--- src/rtl/hft_pkg.sv ---
// Types shared by the arbitrage ingress path: vertex/weight widths, the
// update record and the dispatcher state encoding.
package hft_pkg;

    localparam int PRED_W   = 5;
    localparam int WEIGHT_W = 32;

    typedef logic [PRED_W-1:0]   vert_t;
    typedef logic [WEIGHT_W-1:0] weight_t;

    typedef struct packed {
        vert_t   src;
        vert_t   dst;
        weight_t e;
    } update_t;

    typedef enum logic [1:0] {
        ST_IDLE,
        ST_LOAD,
        ST_PULSE,
        ST_WAIT
    } disp_state_t;

    function automatic logic [7:0] sat_inc8(input logic [7:0] v);
        return (v == 8'hFF) ? v : v + 8'd1;
    endfunction

endpackage

--- src/rtl/update_fifo.sv ---
// Single-clock first-word-fall-through FIFO of update records; pointers carry
// one extra wrap bit so full and empty are distinguishable.
module update_fifo
    import hft_pkg::*;
#(
    parameter int DEPTH = 8
) (
    input  logic    clk,
    input  logic    reset_n,
    input  logic    push,
    input  logic    pop,
    input  update_t din,
    output update_t dout,
    output logic    full,
    output logic    empty
);

    localparam int AW = $clog2(DEPTH);
    localparam logic [AW:0] PTR_ONE = {{AW{1'b0}}, 1'b1};

    update_t     mem [DEPTH];
    logic [AW:0] wr_ptr;
    logic [AW:0] rd_ptr;
    logic        do_push;
    logic        do_pop;

    assign empty   = (wr_ptr == rd_ptr);
    assign full    = (wr_ptr[AW] != rd_ptr[AW]) && (wr_ptr[AW-1:0] == rd_ptr[AW-1:0]);
    assign do_pop  = pop && !empty;
    // A pop in the same cycle frees the slot, so a push into a full FIFO is legal then.
    assign do_push = push && (!full || do_pop);
    assign dout    = mem[rd_ptr[AW-1:0]];

    always_ff @(posedge clk or negedge reset_n) begin
        if (!reset_n) begin
            wr_ptr <= '0;
            rd_ptr <= '0;
        end else begin
            if (do_push) wr_ptr <= wr_ptr + PTR_ONE;
            if (do_pop)  rd_ptr <= rd_ptr + PTR_ONE;
        end
    end

    always_ff @(posedge clk) begin
        if (do_push) mem[wr_ptr[AW-1:0]] <= din;
    end

endmodule

--- src/rtl/update_dispatcher.sv ---
// Buffers host edge-weight updates and hands them one at a time to the
// arbitrage container; also owns the Bellman source register and error counters.
module update_dispatcher
    import hft_pkg::*;
#(
    parameter int DEPTH   = 8,
    parameter int TIMEOUT = 65535
) (
    input  logic                clk,
    input  logic                reset_n,
    input  logic                wr_valid,
    output logic                wr_ready,
    input  logic [PRED_W-1:0]   wr_src,
    input  logic [PRED_W-1:0]   wr_dst,
    input  logic [WEIGHT_W-1:0] wr_e,
    input  logic                cfg_src_we,
    input  logic [PRED_W-1:0]   cfg_src,
    output logic                container_reset,
    output logic [PRED_W-1:0]   src,
    output logic [PRED_W-1:0]   u_src,
    output logic [PRED_W-1:0]   u_dst,
    output logic [WEIGHT_W-1:0] u_e,
    input  logic                container_done,
    output logic                busy,
    output logic [7:0]          dropped,
    output logic [7:0]          timeouts
);

    localparam int WD_W = (TIMEOUT < 2) ? 1 : $clog2(TIMEOUT + 1);
    localparam logic [WD_W-1:0] WD_LAST = WD_W'(TIMEOUT - 1);
    localparam logic [WD_W-1:0] WD_ONE  = WD_W'(1);

    disp_state_t       state_q, state_d;
    logic [WD_W-1:0]   wdog_q;
    logic              timeout_hit;
    logic              self_loop, push, pop;
    logic              fifo_full, fifo_empty;
    update_t           fifo_din, fifo_dout;
    logic              src_pend;
    logic [PRED_W-1:0] src_pend_val;

    assign self_loop = (wr_src == wr_dst);
    assign push      = wr_valid && wr_ready && !self_loop;
    assign pop       = (state_q == ST_LOAD);
    assign fifo_din  = '{src: wr_src, dst: wr_dst, e: wr_e};
    // Full comes straight from pointer flops, never from wr_valid.
    assign wr_ready  = !fifo_full;
    assign busy      = (state_q != ST_IDLE) || !fifo_empty;

    update_fifo #(.DEPTH(DEPTH)) u_fifo (
        .clk     (clk),
        .reset_n (reset_n),
        .push    (push),
        .pop     (pop),
        .din     (fifo_din),
        .dout    (fifo_dout),
        .full    (fifo_full),
        .empty   (fifo_empty)
    );

    always_comb begin
        state_d     = state_q;
        timeout_hit = 1'b0;
        unique case (state_q)
            ST_IDLE:  if (!fifo_empty) state_d = ST_LOAD;
            ST_LOAD:  state_d = ST_PULSE;
            ST_PULSE: state_d = ST_WAIT;
            ST_WAIT: begin
                if (container_done) begin
                    state_d = ST_IDLE;
                end else if (wdog_q == WD_LAST) begin
                    timeout_hit = 1'b1;
                    state_d     = ST_IDLE;
                end
            end
            default:  state_d = ST_IDLE;
        endcase
    end

    always_ff @(posedge clk or negedge reset_n) begin
        if (!reset_n) begin
            state_q         <= ST_IDLE;
            container_reset <= 1'b0;
            wdog_q          <= '0;
        end else begin
            state_q         <= state_d;
            // Registered so the container sees a clean single-cycle pulse.
            container_reset <= (state_d == ST_PULSE);
            if (state_q == ST_PULSE)     wdog_q <= '0;
            else if (state_q == ST_WAIT) wdog_q <= wdog_q + WD_ONE;
        end
    end

    always_ff @(posedge clk or negedge reset_n) begin
        if (!reset_n) begin
            u_src <= '0;
            u_dst <= '0;
            u_e   <= '0;
        end else if (pop) begin
            u_src <= fifo_dout.src;
            u_dst <= fifo_dout.dst;
            u_e   <= fifo_dout.e;
        end
    end

    always_ff @(posedge clk or negedge reset_n) begin
        if (!reset_n) begin
            dropped  <= '0;
            timeouts <= '0;
        end else begin
            if (wr_valid && (!wr_ready || self_loop)) dropped <= sat_inc8(dropped);
            if (timeout_hit) timeouts <= sat_inc8(timeouts);
        end
    end

    // Source writes outside IDLE are parked and land on the edge that re-enters
    // IDLE; a write arriving on that same edge overrides the parked value.
    always_ff @(posedge clk or negedge reset_n) begin
        if (!reset_n) begin
            src          <= '0;
            src_pend     <= 1'b0;
            src_pend_val <= '0;
        end else if (state_q == ST_IDLE) begin
            if (cfg_src_we) src <= cfg_src;
        end else if (state_d == ST_IDLE) begin
            if (cfg_src_we)    src <= cfg_src;
            else if (src_pend) src <= src_pend_val;
            src_pend <= 1'b0;
        end else if (cfg_src_we) begin
            src_pend     <= 1'b1;
            src_pend_val <= cfg_src;
        end
    end

endmodule

--- config.mk ---
export PLATFORM = sky130hd
export DESIGN_NAME = update_dispatcher
export DESIGN_NICKNAME = d
export VERILOG_FILES = /design/src/rtl/hft_pkg.sv /design/src/rtl/update_fifo.sv /design/src/rtl/update_dispatcher.sv
export SDC_FILE = /design/constraint.sdc
export NUM_CORES = 1
export LEC_CHECK = 0
export CORE_UTILIZATION = 46
export DETAILED_ROUTE_END_ITERATION = 6
export PLACE_DENSITY = 0.71
export SETUP_SLACK_MARGIN = 0.02
export SYNTH_ARGS = -nofsm -noshare
export SYNTH_HDL_FRONTEND = slang
export SYNTH_SLANG_ARGS = --single-unit
--- constraint.sdc ---
create_clock -name clk -period 7.3 [get_ports clk]
set_input_delay 1.46 -clock clk [delete_from_list [all_inputs] [get_ports clk]]
set_output_delay 1.46 -clock clk [all_outputs]
set_load 0.005 [all_outputs]
==> results of run 1 <==
stage by stage:
step,std cells,worst slack [ns],total power [mW]
after floorplan,876,0.2147,4.822
after global placement,1425,2.407,5.541
after detailed placement,1425,2.330,5.587
after CTS,1505,2.591,7.764
after global routing,1505,2.428,8.040
final,1505,2.623,7.649
final cells by class:
| cell class | count | area share (%) |
|---|---|---|
| Sequential cell | 432 | 62.96 |
| Timing Repair Buffer | 131 | 6.413 |
| Clock buffer | 64 | 6.174 |
| Clock inverter | 16 | 0.9513 |
| Multi-Input combinational cell | 394 | 20.47 |
| Inverter | 7 | 0.1323 |
| Tap cell | 461 | 2.904 |
worst max-delay path, cell delays in order (launching register included):
cell	delay, ns
dfrtp_4	1.05
xor2_1	0.24
nor4b_1	0.75
nand2_1	0.12
clkdlybuf4s50_1	0.48
synthesized netlist by cell type, types with 2 or more instances:
cell type,n,area (sq um)
nand3_1,14,70.07
nand2_1,66,247.7
buf_2,13,65.06
nor4b_2,2,30.03
and2_1,2,12.51
buf_4,8,60.06
mux4_2,84,1892
a21oi_1,2,10.01
nor2_1,24,90.09
nor3_1,6,30.03
clkbuf_1,16,60.06
mux2_2,19,214.0
nor4_1,4,25.02
nand4_1,7,43.79
inv_1,7,26.28
dfrtp_1,96,2402
o21ai_0,48,240.2
xnor2_1,14,122.6
nor4b_1,3,26.28
and3_1,3,18.77
edfxtp_1,336,10090
xor2_1,24,210.2
and4_1,3,26.28
a21oi_2,2,17.52
buf_1,5,18.77
mux2i_1,43,430.4
ha_1,6,75.07
state kept, by name, summed over array words and instances, names as in the netlist:
| signal | count |
|---|---|
| u_fifo.mem | 336 |
| u_e | 32 |
| wdog_q | 16 |
| dropped | 8 |
| timeouts | 8 |
| src | 5 |
| src_pend_val | 5 |
| u_dst | 5 |
| u_src | 5 |
| u_fifo.rd_ptr | 4 |
| u_fifo.wr_ptr | 4 |
| state_q | 2 |
| container_reset | 1 |
| src_pend | 1 |
cells by family after synthesis:
logic type | count (synthesis) | synth area share, %
compound gates | 61 | 2.048
mux | 146 | 15.15
flops | 432 | 74.63
fa+ha+maj | 6 | 0.4485
xor+xnor | 39 | 2.086
simple gates | 142 | 4.194
buf+inv | 50 | 1.443
metal layers:
metal	part of all wire [%]	vias up	GRT usage [%]	wire, um
met5	0.035	-	0	11
met4	1.3	2	3.664	416
met3	5.5	35	3.655	1740
met2	49	191	29.13	15640
met1	44	4255	24.38	13790
li1	-	3713	-	-
report_power, final:
group          internal [mW]  switching (mW)  leakage, nW  total [mW]
clock network           1.25           0.912        0.682        2.16
registers               3.16           0.395         4.27        3.55
logic                   1.04           0.892         1.99        1.93
final timing paths:
check                                              from                            to  slack (ns)
max reg2reg                u_fifo.rd_ptr[2]$_DFFE_PN0P_    u_fifo.mem[0][2]$_DFFE_PP_        3.44
min                                  u_e[0]$_DFFE_PN0N_            u_e[0]$_DFFE_PN0N_        0.48
min reg2reg                          u_e[0]$_DFFE_PN0N_            u_e[0]$_DFFE_PN0N_        0.48
max in group asynchronous                       reset_n  u_fifo.rd_ptr[1]$_DFFE_PN0P_        5.06
max                        u_fifo.rd_ptr[2]$_DFFE_PN0P_                          busy        2.62
min in group asynchronous                       reset_n            u_e[8]$_DFFE_PN0N_        0.85
==> reports/metrics.cfg, run 1 <==
[outcome]
status=finished, violations left
violations=design-rule violations

[worst_setup_path]
critPathRequiredTime_ns=5.84
arrival_ns=3.22
crit_type=flip-flop to primary output
ff2ff_path_depth=5
crit_fanout=45
start_kind=flip-flop
endpoint_kind=primary output

[clocking]
clock_sinks=432
cts_tree=yes
cts_buffer_depth=3
post_cts_buffers=0
clockRootBuffer=clkbuf_16
cts_resized=0
cts_hold_buf=0
clkTransAtPathRegs_ns=0.06
htreeDepth=2
numCtsBuffers=44
clk_latency_ns=0.56

[placed_design]
portBuffers=117
gp_congestion=0.7556
placed_area_sq_mm=0.01845
dp_hpwl_mm=18.45

[flow_run]
maxCapViolations=0

[yosys]
async_flop_share_pct=22.22
synth_edf_count=336
synth_seq_cells=432
postSynthNetCount=934
ys.flop_type=edfxtp_1
yosysSeqAreaShare_pct=74.63
synth_cell_type_count=46
syn_inst=876
syn_area_sq_mm=0.01674
yosys_warnings=0
syn_avg_cell_area_sq_um=19.11

[cells_and_area]
multi_input_area_sq_mm=0.004065
drive_gt1_share_pct=18.97
finish.utilization_pct=55.70
insertedDiodeCount=0
seq_area_sq_mm=0.01250
fin_area_sq_mm=0.01986
final_common_cell=edfxtp_1
finalNetCount=1068
n_fill_cell=2723
layout_common_cells=336 x edfxtp_1, 116 x clkdlybuf4s50_1, 93 x dfrtp_1
areaGrowthSynthToFinish_pct=18.65

[sta]
clock.fmax_mhz=213.8
setup_viol=0
fin_skew_ns=0.02358
drv_slew=0
fin_tns_setup_ns=0
slew_headroom_pct=30.19
timing.final.crit_share_pct=64.07
rsz0062_at_grt=no
fin_hold_ws_ns=0.4811
finalHoldViolCount=0
worstMarginPinSlew_ns=1.039
fin_crit_ns=4.677

[die]
die_h_um=192.8
dieArea_sq_mm=0.03715
coreArea_sq_mm=0.03566
initial_core_util_pct=46.95
rows=69
num_io_pins=118
dieWidth_um=192.8

[global_route]
antenna_found_initial=1
first_global_vias=8413
grt_max_degree=87
grt_usage_pct=17.68
gr-total-overflow=0
grt_pass1_wl_mm=49.05

[routing]
dr.first_iter.drc_count=560
vias_per_cell=5.446
dr.pass1.iters=7
drc=16
wl_mm=31.60
num_vias=8196
wl_per_cell_um=21.00
antenna_left=0

[worst_hold_path]
hold_class=flip-flop to flip-flop
holdPathStages=2

[pwr]
p_leak_nw=6.935
irDropWorstVdd_mv=0.2462
power_density_mw_per_mm2=385.1

(Power assumes the default switching activity.)
==> run 2, diff against run 1 <==
- PLACE_DENSITY: 0.71 -> 0.73
- clock period: 7.3 -> 4.2 ns (I/O delays scaled with it)
==> reports/metrics.cfg, run 2 (same netlist as run 1, synthesis figures left out) <==
[outcome]
status=finished, violations left
violations=design-rule violations

[clocking]
post_cts_buffers=0
cts_hold_buf=0
htreeDepth=2
cts_buffer_depth=3
clkTransAtPathRegs_ns=0.06
cts_tree=yes
cts_resized=0
clock_sinks=432
clockRootBuffer=clkbuf_16
numCtsBuffers=44
clk_latency_ns=0.56

[routing]
wl_per_cell_um=21.13
antenna_left=0
num_vias=8246
wl_mm=32.16
drc=48
dr.first_iter.drc_count=656
dr.pass1.iters=7
vias_per_cell=5.418

[die]
rows=69
initial_core_util_pct=46.95
num_io_pins=118
coreArea_sq_mm=0.03566
dieArea_sq_mm=0.03715
die_h_um=192.8
dieWidth_um=192.8

[sta]
fin_hold_ws_ns=0.4023
worstMarginPinSlew_ns=1.036
fin_crit_ns=3.448
fin_ws_ns=0.7516
fin_skew_ns=0.01936
clock.fmax_mhz=290.0
rsz0062_at_grt=no
slew_headroom_pct=30.41
drv_slew=0
setup_viol=0
timing.final.crit_share_pct=82.10
finalHoldViolCount=0

[placed_design]
gp_congestion=0.7631
dp_slack_ns=0.1142
placedCellCount=1438
dp_hpwl_mm=18.99
portBuffers=117

[pwr]
power_frac_seq_pct=43.6
power_density_mw_per_mm2=672.0
power.switching_mw=3.909
sw_frac_of_total_pct=29.02
p_leak_nw=7.026
p_clk_share_pct=28.0
p_total_mw=13.47
irDropWorstVdd_mv=0.5292
p_int_mw=9.562
power_frac_comb_pct=28.4

[worst_setup_path]
cpLargestDelayFamily=buffers and inverters
crit_type=flip-flop to primary output
cp.buffers_inverters=2
cp_cell_sequence=xor2_2, nor4b_1, buf_4, nand2_1, clkdlybuf4s50_1
critPathRequiredTime_ns=3.36
crit_fanout=27
slowest_stage=dfrtp_4
cp_slowest_stage_delay_ns=0.65
endpoint_kind=primary output
arrival_ns=2.61
start_kind=flip-flop

[global_route]
grt_max_degree=88
antenna_found_initial=2
grt_pass1_wl_mm=49.96
grt_usage_pct=18.01
first_global_vias=8486
gr-total-overflow=0

[cells_and_area]
finalNetCount=1081
layout_common_cells=336 x edfxtp_1, 116 x clkdlybuf4s50_1, 93 x dfrtp_1
areaGrowthSynthToFinish_pct=19.75
largest_register_ffs=336
final_common_cell=edfxtp_1
instances_no_fill=1522
drive_gt1_share_pct=20.02

[worst_hold_path]
hold_class=primary input to async pin

[flow_run]
maxCapViolations=0

## run 2: final timing paths
check	from	endpoint	slack (ns)	cells past startpoint
worst max-delay path	u_fifo.rd_ptr[1]$_DFFE_PN0P_	busy	0.75	5
worst min-delay path	reset_n	timeouts[5]$_DFFE_PN0P_	0.40	1
worst max register to register	u_fifo.rd_ptr[1]$_DFFE_PN0P_	u_fifo.mem[0][16]$_DFFE_PP_	1.07	5
worst min register to register	u_e[11]$_DFFE_PN0N_	u_e[11]$_DFFE_PN0N_	0.48	2
max in group asynchronous	reset_n	u_e[25]$_DFFE_PN0N_	3.00	2
min in group clk	u_e[11]$_DFFE_PN0N_	u_e[11]$_DFFE_PN0N_	0.48	2
## run 2: metrics by stage
stage          area (sq um)  utilization, %  setup TNS [ns]
2_1_floorplan         16760               -         -105.99
3_3_place_gp          18630           52.25               0
3_5_place_dp          18630           52.25               0
4_1_cts               20040           56.20               0
5_1_grt               20040           56.20               0
6_report              20040           56.22               0
## run 2: power by group through the flow
stage / combinational, mW / clock [mW] / sequential (mW)
finish: 3.82 / 3.78 / 5.87
global route: 4.17 / 4.02 / 5.95
CTS: 3.92 / 3.87 / 5.88
detailed placement: 3.91 / 0 / 5.96
global placement: 3.84 / 0 / 5.92
floorplan: 2.54 / 0 / 5.84
## run 2: cell type report
type,instances,area (sq um)
fill,2675,15610
inverter,7,26.28
tap,461,576.8
antenna,2,5.005
clock buffer,62,1219
multi-input combinational,394,4091
sequential,432,12500
timing repair buffer,144,1434
clock inverter,20,188.9
## run 2: per-layer routing
| layer | part of all wire, % | track usage [%] | wire length (um) |
|---|---|---|---|
| met1 | 44 | 24.65 | 14180 |
| met2 | 49 | 29.75 | 15820 |
| met3 | 5.0 | 3.655 | 1620 |
| met4 | 1.6 | 4.149 | 519 |
| met5 | 0.044 | 0 | 14 |
